### src/rtl/cpu_pkg.sv
// Shared CPU definitions for the hazard controller slice: defaults, scoreboard entry, multi-cycle state.
package cpu_pkg;

    localparam int unsigned REG_AW_DEF = 5;
    localparam int unsigned DEPTH_DEF  = 3;
    // Widest register address an entry can hold; narrower addresses are zero-extended into it.
    localparam int unsigned RD_W_MAX   = 8;

    typedef logic [RD_W_MAX-1:0] rd_t;

    // One tracked in-flight instruction; valid only when it really writes a non-zero rd.
    typedef struct packed {
        logic valid;
        rd_t  rd;
        logic is_load;
        logic is_mc;
    } sb_entry_t;

    typedef enum logic {
        IDLE    = 1'b0,
        MC_BUSY = 1'b1
    } mc_state_t;

    // A used, non-zero source matches a valid entry writing the same register.
    function automatic logic src_match(input sb_entry_t e, input rd_t rs, input logic used);
        return used && e.valid && (rs != '0) && (e.rd == rs);
    endfunction

endpackage

### src/rtl/pipe_hazard_ctrl_if.sv
// ID/EX hazard-control bundle between the pipeline (master) and the hazard controller (slave).
interface pipe_hazard_ctrl_if #(
    parameter int unsigned REG_AW = cpu_pkg::REG_AW_DEF,
    parameter int unsigned SEL_W  = $clog2(cpu_pkg::DEPTH_DEF)
);

    logic              id_valid;
    logic [REG_AW-1:0] id_rs1;
    logic [REG_AW-1:0] id_rs2;
    logic              id_rs1_used;
    logic              id_rs2_used;
    logic [REG_AW-1:0] id_rd;
    logic              id_wb_en;
    logic              id_is_load;
    logic              id_is_mc;
    logic              ex_mc_done;
    logic              br_taken;

    logic              stall_if;
    logic              stall_id;
    logic              flush_id;
    logic              bubble_ex;
    logic [SEL_W-1:0]  fwd_rs1_sel;
    logic [SEL_W-1:0]  fwd_rs2_sel;
    logic [31:0]       stall_cnt;

    modport master (
        output id_valid, id_rs1, id_rs2, id_rs1_used, id_rs2_used, id_rd,
               id_wb_en, id_is_load, id_is_mc, ex_mc_done, br_taken,
        input  stall_if, stall_id, flush_id, bubble_ex, fwd_rs1_sel, fwd_rs2_sel, stall_cnt
    );

    modport slave (
        input  id_valid, id_rs1, id_rs2, id_rs1_used, id_rs2_used, id_rd,
               id_wb_en, id_is_load, id_is_mc, ex_mc_done, br_taken,
        output stall_if, stall_id, flush_id, bubble_ex, fwd_rs1_sel, fwd_rs2_sel, stall_cnt
    );

endinterface

### src/rtl/hz_scoreboard.sv
// Shift/hold register tracking destinations of the post-ID stages E[0]=EX .. E[DEPTH-1]=WB.
module hz_scoreboard
    import cpu_pkg::*;
#(
    parameter int unsigned DEPTH = DEPTH_DEF
) (
    input  logic                  clk,
    input  logic                  rst,
    input  logic                  hold_e0,
    input  logic                  issue,
    input  sb_entry_t             id_entry,
    output sb_entry_t [DEPTH-1:0] entries
);

    sb_entry_t [DEPTH-1:0] sb_q;
    sb_entry_t [DEPTH-1:0] sb_d;

    // Next contents: age every stage by one, then E[0] either holds (multi-cycle) or takes ID/bubble.
    always_comb begin
        // NOTE: sb_d gets a full default first so no path through this block can infer a latch.
        sb_d = sb_q;
        for (int k = int'(DEPTH) - 1; k >= 1; k--) begin
            sb_d[k] = sb_q[k-1];
        end
        if (hold_e0) begin
            sb_d[0] = sb_q[0];
            sb_d[1] = '0;
        end else if (issue) begin
            sb_d[0] = id_entry;
        end else begin
            sb_d[0] = '0;
        end
    end

    // Scoreboard register with synchronous active-low clear.
    always_ff @(posedge clk) begin
        // NOTE: the whole register is cleared, not just the valid bits, so no X ever reaches the rd compares.
        if (!rst) begin
            // NOTE: sequential state always uses non-blocking assignment so every stage samples pre-edge values.
            sb_q <= '0;
        end else begin
            sb_q <= sb_d;
        end
    end

    assign entries = sb_q;

endmodule

### src/rtl/pipe_hazard_ctrl.sv
// Hazard controller: load-use stall, multi-cycle EX hold, branch flush and registered forward selects.
module pipe_hazard_ctrl
    import cpu_pkg::*;
#(
    parameter int unsigned REG_AW = REG_AW_DEF,
    parameter int unsigned DEPTH  = DEPTH_DEF,
    parameter int unsigned SEL_W  = $clog2(DEPTH)
) (
    input logic               clk,
    input logic               rst,
    pipe_hazard_ctrl_if.slave hz
);

    sb_entry_t [DEPTH-1:0] sb;
    sb_entry_t             id_entry;
    rd_t                   rs1_x;
    rd_t                   rs2_x;
    rd_t                   rd_x;
    mc_state_t             state_q;
    mc_state_t             state_d;
    logic                  mc_start;
    logic                  mc_hold;
    logic                  load_use;
    logic                  flush;
    logic                  stall_raw;
    logic                  issue;
    logic                  stall_out;
    logic                  bubble_out;
    logic [SEL_W-1:0]      sel1_d;
    logic [SEL_W-1:0]      sel2_d;
    logic [SEL_W-1:0]      sel1_q;
    logic [SEL_W-1:0]      sel2_q;
    logic [31:0]           stall_cnt_q;
    logic                  unused_sb;

    // Widen ID addresses to entry width and build the entry this instruction would occupy in E[0].
    always_comb begin
        rs1_x = '0;
        rs2_x = '0;
        rd_x  = '0;
        rs1_x[REG_AW-1:0] = hz.id_rs1;
        rs2_x[REG_AW-1:0] = hz.id_rs2;
        rd_x[REG_AW-1:0]  = hz.id_rd;
        id_entry          = '0;
        id_entry.valid    = hz.id_wb_en && (rd_x != '0);
        id_entry.rd       = rd_x;
        id_entry.is_load  = hz.id_is_load;
        id_entry.is_mc    = hz.id_is_mc;
    end

    hz_scoreboard #(
        .DEPTH (DEPTH)
    ) u_scoreboard (
        .clk      (clk),
        .rst      (rst),
        .hold_e0  (mc_hold),
        .issue    (issue),
        .id_entry (id_entry),
        .entries  (sb)
    );

    // Entries beyond what the hazard terms inspect (e.g. the WB stage) are only carried along.
    assign unused_sb = ^sb;

    // A multi-cycle op sitting in EX that is not finishing this cycle.
    assign mc_start = sb[0].valid && sb[0].is_mc && !hz.ex_mc_done;

    // Multi-cycle state register.
    always_ff @(posedge clk) begin
        if (!rst) begin
            state_q <= IDLE;
        end else begin
            state_q <= state_d;
        end
    end

    // Multi-cycle next state: enter on an unfinished mc op in EX, leave on done.
    always_comb begin
        state_d = state_q;
        case (state_q)
            IDLE:    if (mc_start)      state_d = MC_BUSY;
            MC_BUSY: if (hz.ex_mc_done) state_d = IDLE;
            default: state_d = IDLE;
        endcase
    end

    // Multi-cycle output: keep the op in EX for every cycle it has not reported done.
    always_comb begin
        mc_hold = 1'b0;
        case (state_q)
            IDLE:    mc_hold = mc_start;
            MC_BUSY: mc_hold = !hz.ex_mc_done;
            default: mc_hold = 1'b0;
        endcase
    end

    // Load in EX whose data is only ready from E[2]: the dependent ID instruction must wait one cycle.
    assign load_use = hz.id_valid && sb[0].valid && sb[0].is_load &&
                      (src_match(sb[0], rs1_x, hz.id_rs1_used) ||
                       src_match(sb[0], rs2_x, hz.id_rs2_used));

    assign flush      = hz.br_taken;
    assign stall_raw  = hz.id_valid && (mc_hold || load_use);
    assign issue      = hz.id_valid && !stall_raw && !flush && !mc_hold;
    assign stall_out  = rst && stall_raw && !flush;
    assign bubble_out = rst && (flush || (load_use && !mc_hold));

    assign hz.stall_if  = stall_out;
    assign hz.stall_id  = stall_out;
    assign hz.flush_id  = rst && flush;
    assign hz.bubble_ex = bubble_out;

    // Forward selects for the ID instruction: scan oldest to youngest so the youngest match wins.
    always_comb begin
        sel1_d = '0;
        sel2_d = '0;
        for (int j = int'(DEPTH) - 2; j >= 0; j--) begin
            if (src_match(sb[j], rs1_x, hz.id_rs1_used)) sel1_d = SEL_W'(j + 1);
            if (src_match(sb[j], rs2_x, hz.id_rs2_used)) sel2_d = SEL_W'(j + 1);
        end
    end

    // Selects follow the instruction into EX; they hold while a multi-cycle op occupies EX.
    always_ff @(posedge clk) begin
        if (!rst) begin
            sel1_q <= '0;
            sel2_q <= '0;
        end else if (mc_hold) begin
            sel1_q <= sel1_q;
            sel2_q <= sel2_q;
        end else if (issue) begin
            sel1_q <= sel1_d;
            sel2_q <= sel2_d;
        end else begin
            sel1_q <= '0;
            sel2_q <= '0;
        end
    end

    // Saturating count of cycles in which ID was stalled.
    always_ff @(posedge clk) begin
        if (!rst) begin
            stall_cnt_q <= '0;
        end else if (stall_out && (stall_cnt_q != '1)) begin
            stall_cnt_q <= stall_cnt_q + 32'd1;
        end
    end

    // Registered outputs are also forced low while reset is held.
    assign hz.fwd_rs1_sel = rst ? sel1_q : '0;
    assign hz.fwd_rs2_sel = rst ? sel2_q : '0;
    assign hz.stall_cnt   = rst ? stall_cnt_q : '0;

endmodule

### src/flat_wrapper.sv
// flat-port wrapper written by rule: the top's interface ports become plain ports
module pipe_hazard_ctrl_flat import cpu_pkg::*;
#(
    parameter int unsigned REG_AW = REG_AW_DEF,
    parameter int unsigned DEPTH  = DEPTH_DEF,
    parameter int unsigned SEL_W  = $clog2(DEPTH)
)
  (clk, rst, hz_id_valid, hz_id_rs1, hz_id_rs2, hz_id_rs1_used, hz_id_rs2_used, hz_id_rd, hz_id_wb_en, hz_id_is_load, hz_id_is_mc, hz_ex_mc_done, hz_br_taken, hz_stall_if, hz_stall_id, hz_flush_id, hz_bubble_ex, hz_fwd_rs1_sel, hz_fwd_rs2_sel, hz_stall_cnt);
  pipe_hazard_ctrl_if #(.REG_AW(REG_AW), .SEL_W(SEL_W)) hz_i ();
  input logic clk;
  input logic rst;
  input wire logic [$bits(hz_i.id_valid)-1:0] hz_id_valid;
  input wire logic [$bits(hz_i.id_rs1)-1:0] hz_id_rs1;
  input wire logic [$bits(hz_i.id_rs2)-1:0] hz_id_rs2;
  input wire logic [$bits(hz_i.id_rs1_used)-1:0] hz_id_rs1_used;
  input wire logic [$bits(hz_i.id_rs2_used)-1:0] hz_id_rs2_used;
  input wire logic [$bits(hz_i.id_rd)-1:0] hz_id_rd;
  input wire logic [$bits(hz_i.id_wb_en)-1:0] hz_id_wb_en;
  input wire logic [$bits(hz_i.id_is_load)-1:0] hz_id_is_load;
  input wire logic [$bits(hz_i.id_is_mc)-1:0] hz_id_is_mc;
  input wire logic [$bits(hz_i.ex_mc_done)-1:0] hz_ex_mc_done;
  input wire logic [$bits(hz_i.br_taken)-1:0] hz_br_taken;
  output wire logic [$bits(hz_i.stall_if)-1:0] hz_stall_if;
  output wire logic [$bits(hz_i.stall_id)-1:0] hz_stall_id;
  output wire logic [$bits(hz_i.flush_id)-1:0] hz_flush_id;
  output wire logic [$bits(hz_i.bubble_ex)-1:0] hz_bubble_ex;
  output wire logic [$bits(hz_i.fwd_rs1_sel)-1:0] hz_fwd_rs1_sel;
  output wire logic [$bits(hz_i.fwd_rs2_sel)-1:0] hz_fwd_rs2_sel;
  output wire logic [$bits(hz_i.stall_cnt)-1:0] hz_stall_cnt;
  assign hz_i.id_valid = hz_id_valid;
  assign hz_i.id_rs1 = hz_id_rs1;
  assign hz_i.id_rs2 = hz_id_rs2;
  assign hz_i.id_rs1_used = hz_id_rs1_used;
  assign hz_i.id_rs2_used = hz_id_rs2_used;
  assign hz_i.id_rd = hz_id_rd;
  assign hz_i.id_wb_en = hz_id_wb_en;
  assign hz_i.id_is_load = hz_id_is_load;
  assign hz_i.id_is_mc = hz_id_is_mc;
  assign hz_i.ex_mc_done = hz_ex_mc_done;
  assign hz_i.br_taken = hz_br_taken;
  assign hz_stall_if = hz_i.stall_if;
  assign hz_stall_id = hz_i.stall_id;
  assign hz_flush_id = hz_i.flush_id;
  assign hz_bubble_ex = hz_i.bubble_ex;
  assign hz_fwd_rs1_sel = hz_i.fwd_rs1_sel;
  assign hz_fwd_rs2_sel = hz_i.fwd_rs2_sel;
  assign hz_stall_cnt = hz_i.stall_cnt;
  pipe_hazard_ctrl #(.REG_AW(REG_AW), .DEPTH(DEPTH), .SEL_W(SEL_W)) u_core (.clk(clk), .rst(rst), .hz(hz_i));
endmodule
### config.mk
export PLATFORM = sky130hd
export DESIGN_NAME = pipe_hazard_ctrl_flat
export DESIGN_NICKNAME = d
export VERILOG_FILES = /design/src/rtl/cpu_pkg.sv /design/src/rtl/pipe_hazard_ctrl_if.sv /design/src/rtl/hz_scoreboard.sv /design/src/rtl/pipe_hazard_ctrl.sv /design/src/flat_wrapper.sv
export SDC_FILE = /design/constraint.sdc
export NUM_CORES = 1
export LEC_CHECK = 0
export CAP_MARGIN = 25
export CORE_MARGIN = 5
export CORE_UTILIZATION = 50
export CTS_CLUSTER_DIAMETER = 40
export DETAILED_ROUTE_END_ITERATION = 12
export PLACE_DENSITY_LB_ADDON = 0.3
export SYNTH_ARGS = -nofsm -noshare
export SYNTH_HDL_FRONTEND = slang
export SYNTH_SLANG_ARGS = --single-unit
### constraint.sdc
create_clock -name clk -period 2.85 [get_ports clk]
set_input_delay 0.4275 -clock clk [delete_from_list [all_inputs] [get_ports clk]]
set_output_delay 0.4275 -clock clk [all_outputs]
set_load 0.005 [all_outputs]
# Yosys cells after proc, flatten, opt, wreduce, memory -nomap -nowiden
# Index checks and enable logic that the tools add are counted.
# op_classes
add_sub_neg	1
eq_ne	5
muxes	14
bitwise	2
reduce_logical	39
# op_table
op	count
$add A32 B1 Y32 const B	1
$eq A8 B5 Y1	4
$mux W32	1
$ne A32 B32 Y1 const B	1
$logic_and A1 B1 Y1	28
$mux W2	8
$reduce_bool A8 Y1	2
$mux W11	1
$reduce_bool A5 Y1	1
$logic_not A1 Y1	4
$pmux W1 S2	2
$logic_or A1 B1 Y1	3
$mux W1	2
$not A1 Y1	2
$reduce_or A2 Y1	1
# word_totals
regBits	57
out_inout_bits	40
wordCells	71

# Logic depth before layout (Yosys ltp)
# Gate-level depths: netlist of run 1.
# depth
ltp_word	12
ltp_mapped	9

# Modules after synthesis
# From an unflattened synthesis of run 1, not the netlist that was laid out.
# unflattened
cells_unflattened	407
area_unflattened_um2	3653.5
# by_module_without_submodules
module	instances	cells_per_inst	area_per_inst_um2
pipe_hazard_ctrl	1	310	2580.0
hz_scoreboard	1	97	1073.5

# Worst setup path after synthesis of run 1
# No wires, ideal clock.
# synth_path
kind	register to register
from	register u_core.stall_cnt_q[0]
to	register u_core.stall_cnt_q[23]
setup_time_ps	121
arrival_time_ps	2171
setup_slack_ps	559
path_stages_with_launch	10
path_buffers	1
period_less_slack_ps	2291
cell_sequence	dfxtp_1 > ha_1 > and4_1 > and4_1 > a31oi_2 > nand4_1 > or2_0 > buf_2 > nor3_1 > mux2_2
# synth_via
elab_chain_len	2
# synth_rtl
element	line	text
start: declaration	pipe_hazard_ctrl.sv:33	logic [31:0] stall_cnt_q;
start signal: assignment	pipe_hazard_ctrl.sv:145	stall_cnt_q <= stall_cnt_q + 32'd1;
parallel branches: the longest is 2 deep, another holds $add A32 B1 Y32	--	
# Several ways; the timed one is not identified.
# A chain may end at the register's enable or synchronous reset.

# Final worst setup path of run 1
# layout_path
from	input hz_id_rs1[1]
to	output hz_stall_if
# layout_via
elab_chain_len	9
# layout_rtl
element	line	text
start: declaration	flat_wrapper.sv:13	input wire logic [$bits(hz_i.id_rs1)-1:0] hz_id_rs1;
$reduce_bool A8 Y1	cpu_pkg.sv:26	return used && e.valid && (rs != '0) && (e.rd == rs);
$logic_and A1 B1 Y1	cpu_pkg.sv:26	
$logic_and A1 B1 Y1 (*)	cpu_pkg.sv:26	
$logic_or A1 B1 Y1 (*)	pipe_hazard_ctrl.sv:99	(src_match(sb[0], rs1_x, hz.id_rs1_used) ||
$logic_and A1 B1 Y1 (*)	pipe_hazard_ctrl.sv:98	assign load_use = hz.id_valid && sb[0].valid && sb[0].is_load &&
$logic_or A1 B1 Y1 (*)	pipe_hazard_ctrl.sv:103	assign stall_raw = hz.id_valid && (mc_hold || load_use);
$logic_and A1 B1 Y1 (*)	pipe_hazard_ctrl.sv:103	
$logic_and A1 B1 Y1 (*) (2 in series)	pipe_hazard_ctrl.sv:105	assign stall_out = rst && stall_raw && !flush;
end: declaration	flat_wrapper.sv:23	output wire logic [$bits(hz_i.stall_if)-1:0] hz_stall_if;
# Every way passes the cells marked *; elsewhere a longest branch is shown, timed or not.

==> Implementation_results.wiki, run 1 <==
{| class="wikitable"
! Metric !! Value
|-
| Number of setup violations in the final report || 0
|-
| Met1 GRT Util || 0.2252
|-
| Number of filler instances in the final layout || ~450
|-
| Primary flip-flop cell chosen by synthesis mapping || sky130_fd_sc_hd__dfxtp_1
|-
| Clock-pin slew of the registers on the worst-case setup and hold paths || approximately 0.090 ns
|-
| Clock latency of the later-clocked register in the worst-skew pair || 0.31 ns
|-
| Main combinational cell family by area after synthesis || simple AND/OR/NAND/NOR gates
|-
| Initial core utilization || 0.5091
|-
| Global routing usage on met3 || 0.03337
|-
| Cell Chain, Critical Path || clkdlybuf4s50_1, or4_4, o21ai_4, nor3_2, o2111ai_2, buf_4, a21oi_2, dlygate4sd2_1
|-
| Average vias per placed instance || around 5.3
|-
| Most frequent cell after synthesis || sky130_fd_sc_hd__dfxtp_1
|-
| Proportion of synthesized area in mux cells || 0.06780
|-
| Area of the mapped netlist || ~2800 um^2
|-
| Setup TNS after final layout || 0 ns
|-
| Critical register-to-register path endpoint || u_core.stall_cnt_q[23]$_SDFFE_PN0P_
|-
| Post-synthesis register bit count || 51
|-
| Worst path buffer plus inverter count || 3
|-
| Antenna Nets Post-Route || 0
|-
| Busiest grt layer || met2
|-
| Crit path capture type || primary output
|-
| Area growth from synthesis to layout || 34.04%
|-
| Max-cap viol count || 0
|-
| Sinks on the clock net || between 50 and 60
|-
| Cts bufs inserted || 5
|-
| Ant. Diodes || 0
|-
| Cell depth of the worst hold path || 1
|-
| FF-to-FF setup slack || around 0.34 ns
|-
| Port bufs || 64
|-
| Post-synth EDFFs || 0
|-
| Buffer cell driving the clock tree root || sky130_fd_sc_hd__clkbuf_8
|-
| Die Y || approximately 85 um
|-
| Initial antenna violation count || 0
|-
| Number of warnings printed during yosys synthesis || 0
|-
| Largest fanout on the critical path || 2
|-
| Cell types occupying the most area after synthesis || sky130_fd_sc_hd__dfxtp_1, sky130_fd_sc_hd__and2_1, sky130_fd_sc_hd__xnor2_1
|-
| Register share of total power || 0.536
|-
| Share of async-settable or async-resettable flops after synthesis || 0
|-
| CTS Hold Bufs || 0
|-
| Origin of the worst setup path || hz_id_rs1[1]
|-
| Global Route Usage Sum || 0.1852
|-
| Met2 Use GR || 0.3317
|-
| Post-Synthesis Cells || ~320
|-
| Xor and xnor area share after synthesis || 0.08801
|-
| Comb power frac || 0.083
|-
| Routed wirelength normalized by instance count || 14.19 um
|-
| Share of the synthesized area in the top cell type || 0.3664
|-
| Number of distinct standard cells referenced by the synthesized netlist || 45
|-
| Peak supply drop || 275.9 uV
|-
| Total Nets Final || 423
|-
| Most common library cells after synthesis || sky130_fd_sc_hd__dfxtp_1, sky130_fd_sc_hd__and2_1, sky130_fd_sc_hd__nor2_1
|-
| Final Hold Fails || 0
|-
| Setup skew after layout || slightly below 0.01 ns
|-
| Core box area || 5473 um^2
|-
| Overall power of the completed layout || 1.348 mW
|-
| First-pass GRT wire length || between 10000 and 15000 um
|-
| Crit path max-delay cell type || sky130_fd_sc_hd__or4_4
|-
| Starting DRC count in detailed routing || 99
|-
| Category of the worst setup path launch point || primary input
|-
| Chip Width || around 85 um
|-
| Path category of the worst min-delay check || flop to flop
|-
| Simple-gate share of the synthesized area || 0.3264
|-
| Slew at the pin with the worst max-slew slack || approximately 0.75 ns
|-
| Startpoint of the worst hold path || u_core.stall_cnt_q[31]$_SDFFE_PN0P_
|-
| Gate family responsible for the most delay along the worst path || buffers and inverters
|-
| Synthesized area divided by synthesized cell count || 8.735 um^2
|-
| Max-slew violation count || 0
|-
| Worst endpoint data arrival time || ~2.4 ns
|-
| Adder and majority cell fraction of the synthesized area || 0.004490
|-
| Clock share of power || 0.381
|-
| Vias post-DR || ~2500
|-
| Pin count of the biggest net entering global routing || 44
|-
| End of the worst hold path || u_core.stall_cnt_q[31]$_SDFFE_PN0P_
|-
| DRC || 0
|-
| Internal power component || between 1 and 1.5 mW
|-
| Synthesized netlist net count || 345
|-
| Beginning of the worst register-to-register path || u_core.stall_cnt_q[0]$_SDFFE_PN0P_
|-
| Remaining global-route overflow || 0
|-
| Library cell with the largest summed area after synthesis || sky130_fd_sc_hd__dfxtp_1
|-
| Number of buffers between clock root and the deepest sink || 2
|-
| Highest achievable clock rate || around 360 MHz
|-
| Pwr per Cell Area || around 360 nW/um^2
|-
| Row Count || 27
|-
| Final weighted congestion in routability-driven placement || ~0.81
|-
| Status || completed
|-
| Depth of the CTS H-tree || 2
|-
| Time the worst path needs with I/O delays and setup || approximately 2.8 ns
|-
| Static Leak || 1.419 nW
|-
| Switching power || just over 0.3 mW
|-
| Area fraction in compound gates after synthesis || 0.1055
|-
| Top-Level Pins || between 60 and 70
|-
| Routed WL || roughly 6700 um
|-
| Final worst-path cycle share || 0.9821
|-
| Slowest Stage Delay on Critical Path || 0.56 ns
|-
| Post-detail-place hpwl || 4981 um
|-
| First drt pass iteration count || 4
|-
| Share of the yosys chip area belonging to registers || 0.3664
|-
| Critical path data required time || 2.42 ns
|-
| Die area || just over 7000 um^2
|-
| Cell count of the worst reg-to-reg path || 8
|-
| Share of final-layout standard cells stronger than drive strength 1 || 0.1432
|-
| Max-Slew Margin vs Limit || 0.4970
|-
| Kind of critical path || primary input to primary output
|-
| Clock tree from TritonCTS || built
|-
| Switching share of total power || 0.2261
|-
| Vias in the first global route || 2426
|}
[cell type report]
cell class / count / area (um^2) / area share
Clock buffer: 5 / 68.82 / 0.01843
Clock inverter: 3 / 46.29 / 0.01240
Inverter: 7 / 26.28 / 0.007035
Multi-Input combinational cell: 247 / 1675 / 0.4486
Sequential cell: 51 / 1021 / 0.2734
Tap cell: 72 / 90.09 / 0.02412
Timing Repair Buffer: 85 / 807.0 / 0.2161
[power groups by stage]
stage	logic, mW	clock network (mW)	registers (mW)
final	0.112	0.514	0.722
after global routing	0.121	0.554	0.723
after CTS	0.108	0.522	0.722
after detailed placement	0.107	0	0.738
after global placement	0.106	0	0.738
after floorplan	0.0457	0	0.737
[registers in the layout, summed over array words and instances (netlist names)]
signal	cells
u_core.stall_cnt_q	32
u_core.u_scoreboard.entries	14
u_core.sel1_q	2
u_core.sel2_q	2
u_core.state_q	1
[metrics by stage]
step	util	std cells	setup slack [ns]	area [um^2]	hold slack, ns
floorplan	-	319	0.5587	2786	0.4331
global placement	0.6507	457	-0.08545	3561	0.4492
detailed placement	0.6507	457	-0.1360	3561	0.4575
CTS	0.6760	468	0.03401	3700	0.4699
global route	0.6824	470	-0.01320	3735	0.4973
finish	0.6824	470	0.05091	3735	0.4674
[worst register-to-register path, delay by kind of cell, from the launching register on]
kind | cells | cell delay (ns)
AO/OA/AOI/OAI | 1 | 0.23
multiplexers | 1 | 0.35
AND/OR/NAND/NOR | 5 | 1.21
adder cells (fa/ha/maj) | 1 | 0.25
flip-flops | 1 | 0.36
[layer usage]
metal  vias up  part of all wire
li1       1275                 -
met1      1176              0.45
met2        52              0.50
met3         7             0.044
met4         0             0.012
met5         -                 0
[cell families after synthesis]
logic type                 Yosys count
DFF                                 51
adders and majority gates            1
muxes                               15
and+or+nand+nor                    162
buffers and inverters               21
xor gates and xnor gates            28
AOI/OAI and AO/OA                   41
[how the worst max path moves through the flow]
stage                                          endpoint  slack (ns)  depth (start not counted)
finish                                      hz_stall_if        0.05                          8
global placement                            hz_stall_id       -0.09                          7
detailed placement                          hz_stall_if       -0.14                          7
global route                                hz_stall_if       -0.01                          8
floorplan           u_core.stall_cnt_q[23]$_SDFFE_PN0P_        0.56                          9
CTS                                         hz_stall_if        0.03                          8
[repair_timing]
action | CTS | global route
setup buffers | 3 | 2
endpoints found under the hold margin | 0 | 0
resized for setup | 7 | 4
endpoints found under the setup margin | 3 | 2
pin swaps | 3 | 4
gates cloned | 0 | 0
[placed cells by master (no fill, tap or decap), types with 5 or more instances in the layout]
cell type,Yosys,final
sky130_fd_sc_hd__inv_1,7,7
sky130_fd_sc_hd__nand2_1,23,23
sky130_fd_sc_hd__clkbuf_8,0,5
sky130_fd_sc_hd__and3_1,11,11
sky130_fd_sc_hd__clkdlybuf4s50_1,0,58
sky130_fd_sc_hd__a22o_1,9,9
sky130_fd_sc_hd__mux2_4,6,6
sky130_fd_sc_hd__mux2_2,6,6
sky130_fd_sc_hd__and2_1,35,35
sky130_fd_sc_hd__nor3_1,11,11
sky130_fd_sc_hd__nand3_1,12,12
sky130_fd_sc_hd__or3_1,6,6
sky130_fd_sc_hd__nand4_1,9,9
sky130_fd_sc_hd__dlygate4sd2_1,0,5
sky130_fd_sc_hd__xor2_1,8,8
sky130_fd_sc_hd__o21ai_0,8,8
sky130_fd_sc_hd__nor2_1,34,34
sky130_fd_sc_hd__buf_4,2,20
sky130_fd_sc_hd__dfxtp_1,51,51
sky130_fd_sc_hd__a21oi_1,8,7
sky130_fd_sc_hd__xnor2_1,20,20
No activity file was read; power rests on OpenSTA's default activity.
==> inputs of run 2 (changes only) <==
--- a/config.mk
+++ b/config.mk
@@ -7,7 +7,7 @@
 export LEC_CHECK = 0
 export CAP_MARGIN = 25
 export CORE_MARGIN = 5
-export CORE_UTILIZATION = 50
+export CORE_UTILIZATION = 40
 export CTS_CLUSTER_DIAMETER = 40
 export DETAILED_ROUTE_END_ITERATION = 12
 export PLACE_DENSITY_LB_ADDON = 0.3
==> run 2 against run 1 <==
Against the previous run:
- non-clock buffer count up 1
- register-to-register slack about the same
- fmax up 2.3%
- critical path type unchanged
==> Implementation_results.wiki, run 2 (synthesis gave the netlist of run 1 again) <==
{| class="wikitable"
! Metric !! Value
|-
| Antenna Nets Post-Route || 0
|-
| Average vias per placed instance || between 5 and 6
|-
| Total Nets Final || about 420
|-
| Worst slack on hold paths || ~0.47 ns
|-
| Slew at the pin with the worst max-slew slack || just over 0.8 ns
|-
| Crit path max-delay cell type || sky130_fd_sc_hd__or4_4
|-
| Final Hold Fails || 0
|-
| Top library cells by usage in the layout, fill and taps aside || sky130_fd_sc_hd__clkdlybuf4s50_1, sky130_fd_sc_hd__dfxtp_1, sky130_fd_sc_hd__and2_1, sky130_fd_sc_hd__nor2_1, sky130_fd_sc_hd__nand2_1
|-
| Unrepaired setup endpoints after global routing || false
|-
| Placement Cell Area || roughly 3600 um^2
|-
| Core box area || 6794 um^2
|-
| Routed WL || 6824 um
|-
| First drt pass iteration count || 4
|-
| FF-to-FF setup slack || 0.34 ns
|-
| Most flops, register || u_core.stall_cnt_q
|-
| Starting DRC count in detailed routing || 120
|-
| Sinks on the clock net || 51
|-
| Final worst-path cycle share || 0.9596
|-
| Number of flip-flops in the largest register || 32
|-
| Depth of the CTS H-tree || 2
|-
| Max-Slew Margin vs Limit || 0.4470
|-
| Final weighted congestion in routability-driven placement || 0.8673
|-
| Time the worst path needs with I/O delays and setup || 2.735 ns
|-
| Ant. Diodes || 0
|-
| Pin count of the biggest net entering global routing || 44
|-
| Clock latency of the later-clocked register in the worst-skew pair || approximately 0.3 ns
|-
| Row Count || 30
|-
| Share of final-layout standard cells stronger than drive strength 1 || 0.1454
|-
| Static Leak || ~1.5 nW
|-
| Critical path data required time || ~2.4 ns
|-
| Clock-pin slew of the registers on the worst-case setup and hold paths || approximately 0.090 ns
|-
| Buffer cell driving the clock tree root || sky130_fd_sc_hd__clkbuf_8
|-
| Number of buffers between clock root and the deepest sink || 2
|-
| Number of filler instances in the final layout || between 600 and 700
|-
| Die Y || approximately 93 um
|-
| Status || completed
|-
| Initial core utilization || 0.4101
|-
| First-pass GRT wire length || 11160 um
|-
| Slowest Stage Delay on Critical Path || ~0.56 ns
|-
| Pwr per Cell Area || about 380 nW/um^2
|-
| Path category of the worst min-delay check || flop to flop
|-
| Vias in the first global route || roughly 2400
|-
| Post-detail-place hpwl || 5151 um
|-
| Largest fanout on the critical path || 3
|-
| Kind of critical path || primary input to primary output
|-
| Port bufs || 64
|-
| Number of setup violations in the final report || 0
|-
| Peak supply drop || roughly 240 uV
|-
| Worst path buffer plus inverter count || 2
|-
| Utilization after layout || 0.5578
|-
| Max-cap viol count || 0
|-
| Highest achievable clock rate || 365.6 MHz
|-
| DRC || 0
|-
| Crit path capture type || primary output
|-
| Gate family responsible for the most delay along the worst path || buffers and inverters
|-
| Max-slew violation count || 0
|-
| Chip Width || a little over 90 um
|-
| Setup skew after layout || about 0.0056 ns
|-
| CTS Hold Bufs || 0
|-
| Cts bufs inserted || 5
|-
| Remaining global-route overflow || 0
|-
| Category of the worst setup path launch point || primary input
|-
| Commonest non-fill, non-tap cell in the layout || sky130_fd_sc_hd__clkdlybuf4s50_1
|-
| Cell Chain, Critical Path || clkdlybuf4s50_1, or4_4, o21ai_4, nor3_4, o2111ai_2, a21oi_1, dlygate4sd2_1
|-
| Top-Level Pins || 65
|-
| Routed wirelength normalized by instance count || 13.79 um
|-
| Area growth from synthesis to layout || 36.01%
|-
| Vias post-DR || 2515
|-
| Initial antenna violation count || 0
|-
| Clock tree from TritonCTS || built
|-
| Final design area excluding fillers || 3790 um^2
|-
| Global Route Usage Sum || 0.1575
|-
| Worst endpoint data arrival time || about 2.3 ns
|-
| Die area || approximately 8700 um^2
|}
-- run 2: cell count changes in the layout (fill, tap and decap cells not counted), sizes merged --
cell,change
inv,-1
buf,+1
clkdlybuf4s50,+1
dlygate4sd2,-3
bufinv,+1
dlymetal6s2s,+2
-- run 2: power breakdown --
group          switching (mW)  internal, mW  total [mW]  leakage (nW)
Sequential            0.00551         0.717       0.722         0.411
Clock                   0.241         0.350       0.592        0.0644
Combinational          0.0490        0.0644       0.113         0.976
Total                   0.296          1.13        1.43          1.45
-- run 2: metrics by stage --
stage	setup WS, ns	setup TNS, ns	cells	power (mW)
finish	0.1150	0	495	1.427
global route	0.004984	0	495	1.479
CTS	-0.06186	-0.1020	495	1.441
detailed placement	-0.1142	-0.8684	486	0.8503
global placement	-0.07073	-0.3629	486	0.8494
floorplan	0.5587	0	319	0.7828
-- run 2: layout make-up --
cell class | instances | area, um^2 | area share
repair buffers | 86 | 810.8 | 0.2139
flip-flops and latches | 51 | 1021 | 0.2694
inverters | 7 | 26.28 | 0.006933
multi-input cells | 247 | 1675 | 0.4421
clock inverters | 3 | 67.56 | 0.01783
clock buffers | 5 | 68.82 | 0.01816
well taps | 96 | 120.1 | 0.03169
-- run 2: final timing paths --
kind	startpoint	end	depth (start not counted)
worst min register to register	u_core.stall_cnt_q[31]$_SDFFE_PN0P_	u_core.stall_cnt_q[31]$_SDFFE_PN0P_	1
worst min-delay path	u_core.stall_cnt_q[31]$_SDFFE_PN0P_	u_core.stall_cnt_q[31]$_SDFFE_PN0P_	1
worst max register to register	u_core.stall_cnt_q[0]$_SDFFE_PN0P_	u_core.stall_cnt_q[23]$_SDFFE_PN0P_	8
worst max-delay path	hz_id_rs1[1]	hz_stall_if	7
-- run 2: timing repair --
item,CTS,global route
setup buffers,1,0
pin swaps,1,2
endpoints found under the setup margin,3,2
gates resized for setup,5,5
-- run 2: layer usage --
| metal | GRT usage | vias to the layer above | wire length [um] |
|---|---|---|---|
| met5 | 0 | - | 0 |
| met4 | 0.02930 | 0 | 27 |
| met3 | 0.03540 | 2 | 287 |
| met2 | 0.2650 | 43 | 3330 |
| met1 | 0.2072 | 1194 | 3179 |
| li1 | - | 1276 | - |
==> inputs of run 3 (changes only) <==
--- a/config.mk
+++ b/config.mk
@@ -8,6 +8,7 @@
 export CAP_MARGIN = 25
 export CORE_MARGIN = 5
 export CORE_UTILIZATION = 40
+export CTS_BUF_LIST = sky130_fd_sc_hd__clkbuf_2
 export CTS_CLUSTER_DIAMETER = 40
 export DETAILED_ROUTE_END_ITERATION = 12
 export PLACE_DENSITY_LB_ADDON = 0.3
==> run 3 against run 2 <==
Against the previous run:
- highest routed layer unchanged
- combinational power about the same
- fmax hardly changed
- flip-flop and latch count unchanged
- via count unchanged
- clock-buffer cell count unchanged
- total power fell by 8.0%
- design area down 1.1%
- largest power group unchanged
- final cell count unchanged
==> Implementation_results.wiki, run 3 (synthesis gave the netlist of run 1 again) <==
{| class="wikitable"
! Metric !! Value
|-
| CTS Hold Bufs || 0
|-
| Crit path max-delay cell type || sky130_fd_sc_hd__or4_4
|-
| Total Nets Final || ~420
|-
| Setup TNS after final layout || 0 ns
|-
| Clock-pin slew of the registers on the worst-case setup and hold paths || roughly 0.24 ns
|-
| Pin count of the biggest net entering global routing || 44
|-
| Highest achievable clock rate || around 370 MHz
|-
| Category of the worst setup path launch point || primary input
|-
| Number of filler instances in the final layout || between 600 and 700
|-
| Area of combinational cells with multiple inputs || approximately 1700 um^2
|-
| Critical path data required time || about 2.4 ns
|-
| Final Hold Fails || 0
|-
| Cell Chain, Critical Path || clkdlybuf4s50_1, or4_4, o21ai_4, nor3_4, o2111ai_2, a21oi_1, dlygate4sd2_1
|-
| Unrepaired setup endpoints after global routing || false
|-
| Crit path capture type || primary output
|-
| Largest fanout on the critical path || 3
|-
| Static Leak || ~1.4 nW
|-
| Starting DRC count in detailed routing || between 100 and 150
|-
| Setup skew after layout || between 0.015 and 0.02 ns
|-
| Top-Level Pins || 65
|-
| Post-detail-place hpwl || just over 5000 um
|-
| Peak supply drop || 228.4 uV
|-
| Slew at the pin with the worst max-slew slack || about 0.8 ns
|-
| Cts bufs inserted || 5
|-
| Kind of critical path || primary input to primary output
|-
| Worst endpoint data arrival time || 2.31 ns
|-
| First-pass GRT wire length || 11110 um
|-
| Vias post-DR || between 2000 and 3000
|-
| Clock latency of the later-clocked register in the worst-skew pair || 0.45 ns
|-
| Path category of the worst min-delay check || flop to flop
|-
| Ant. Diodes || 0
|-
| Most flops, register || u_core.stall_cnt_q
|-
| Port bufs || 64
|-
| Max-cap viol count || 0
|-
| Max-Slew Margin vs Limit || 0.4577
|-
| Top library cells by usage in the layout, fill and taps aside || sky130_fd_sc_hd__clkdlybuf4s50_1, sky130_fd_sc_hd__dfxtp_1, sky130_fd_sc_hd__and2_1, sky130_fd_sc_hd__nor2_1, sky130_fd_sc_hd__nand2_1
|-
| Remaining global-route overflow || 0
|-
| Final design area excluding fillers || about 3700 um^2
|-
| Commonest non-fill, non-tap cell in the layout || sky130_fd_sc_hd__clkdlybuf4s50_1
|-
| Placed cells || ~490
|-
| Sinks on the clock net || 51
|-
| Routed wirelength normalized by instance count || approximately 14 um
|-
| Share of final-layout standard cells stronger than drive strength 1 || 0.1504
|-
| Initial core utilization || 0.4101
|-
| Initial antenna violation count || 0
|-
| Average vias per placed instance || roughly 5.1
|-
| Clock tree from TritonCTS || built
|-
| Number of buffers between clock root and the deepest sink || 2
|-
| Status || completed
|-
| Routed WL || slightly below 7000 um
|-
| Max-slew violation count || 0
|-
| Die area || just under 9000 um^2
|-
| Die Y || roughly 93 um
|-
| DRC || 0
|-
| Time the worst path needs with I/O delays and setup || roughly 2.7 ns
|-
| Final worst-path setup slack || 0.1140 ns
|-
| Final weighted congestion in routability-driven placement || about 0.87
|-
| Global Route Usage Sum || 0.1574
|-
| Core box area || slightly below 7000 um^2
|-
| Number of setup violations in the final report || 0
|-
| Buffer cell driving the clock tree root || sky130_fd_sc_hd__clkbuf_2
|-
| Area growth from synthesis to layout || 34.53%
|-
| Utilization after layout || 0.5518
|-
| Final worst-path cycle share || 0.9600
|-
| Final instance count without filler cells || between 400 and 500
|-
| Slowest Stage Delay on Critical Path || between 0.5 and 0.6 ns
|-
| Antenna Nets Post-Route || 0
|-
| Vias in the first global route || 2393
|-
| First drt pass iteration count || 4
|-
| Placement Cell Area || 3616 um^2
|-
| Pwr per Cell Area || 350.2 nW/um^2
|-
| Chip Width || around 93 um
|-
| Row Count || 30
|-
| Number of flip-flops in the largest register || 32
|-
| Depth of the CTS H-tree || 2
|-
| Pre-CTS setup slack || -0.1142 ns
|-
| Sequential cell area || roughly 1000 um^2
|}
-- run 3: cell counts in the layout (fill, tap and decap cells not counted) --
Identical to the previous run, type by type.
-- run 3: report_power, final --
| part | total (mW) | leakage (nW) | switching, mW | internal, mW |
|---|---|---|---|---|
| clock network | 0.473 | 0.0492 | 0.238 | 0.235 |
| registers | 0.726 | 0.412 | 0.00547 | 0.721 |
| logic | 0.114 | 0.976 | 0.0493 | 0.0644 |
| total | 1.31 | 1.44 | 0.293 | 1.02 |
-- run 3: layout make-up --
type | count | share of cell area
Sequential cell | 51 | 0.2730
Clock buffer | 5 | 0.006676
Multi-Input combinational cell | 247 | 0.4469
Timing Repair Buffer | 86 | 0.2163
Inverter | 7 | 0.007009
Clock inverter | 3 | 0.01802
Tap cell | 96 | 0.03204
-- run 3: worst paths after layout --
check	from	end	slack (ns)	depth (start not counted)
min reg2reg	u_core.stall_cnt_q[31]$_SDFFE_PN0P_	u_core.stall_cnt_q[31]$_SDFFE_PN0P_	0.48	1
max	hz_id_rs1[1]	hz_stall_if	0.11	7
min	u_core.stall_cnt_q[31]$_SDFFE_PN0P_	u_core.stall_cnt_q[31]$_SDFFE_PN0P_	0.48	1
max reg2reg	u_core.stall_cnt_q[0]$_SDFFE_PN0P_	u_core.stall_cnt_q[23]$_SDFFE_PN0P_	0.33	8
-- run 3: metal layers --
layer / track usage / wire length (um) / share of wire
met1: 0.2075 / 3175 / 0.47
met2: 0.2591 / 3266 / 0.48
met3: 0.02816 / 293 / 0.043
met4: 0.05128 / 80 / 0.012
met5: 0 / 0 / 0
-- run 3: stage by stage --
stage / power (mW) / hold slack, ns
after floorplan: 0.7828 / 0.4331
after detailed placement: 0.8503 / 0.4532
final: 1.313 / 0.4818
after global placement: 0.8494 / 0.4578
after CTS: 1.318 / 0.4830
after global routing: 1.357 / 0.5224
-- run 3: critical path, delay by kind of cell --
kind	cells	cell delay, ns
AO/OA/AOI/OAI	3	0.53
buffers and inverters	2	0.71
AND/OR/NAND/NOR	2	0.64
-- run 3: timing repair --
action | CTS | global route
pin swaps | 1 | 2
setup endpoints to repair | 3 | 2
buffers inserted | 1 | 0
resized for setup | 4 | 8
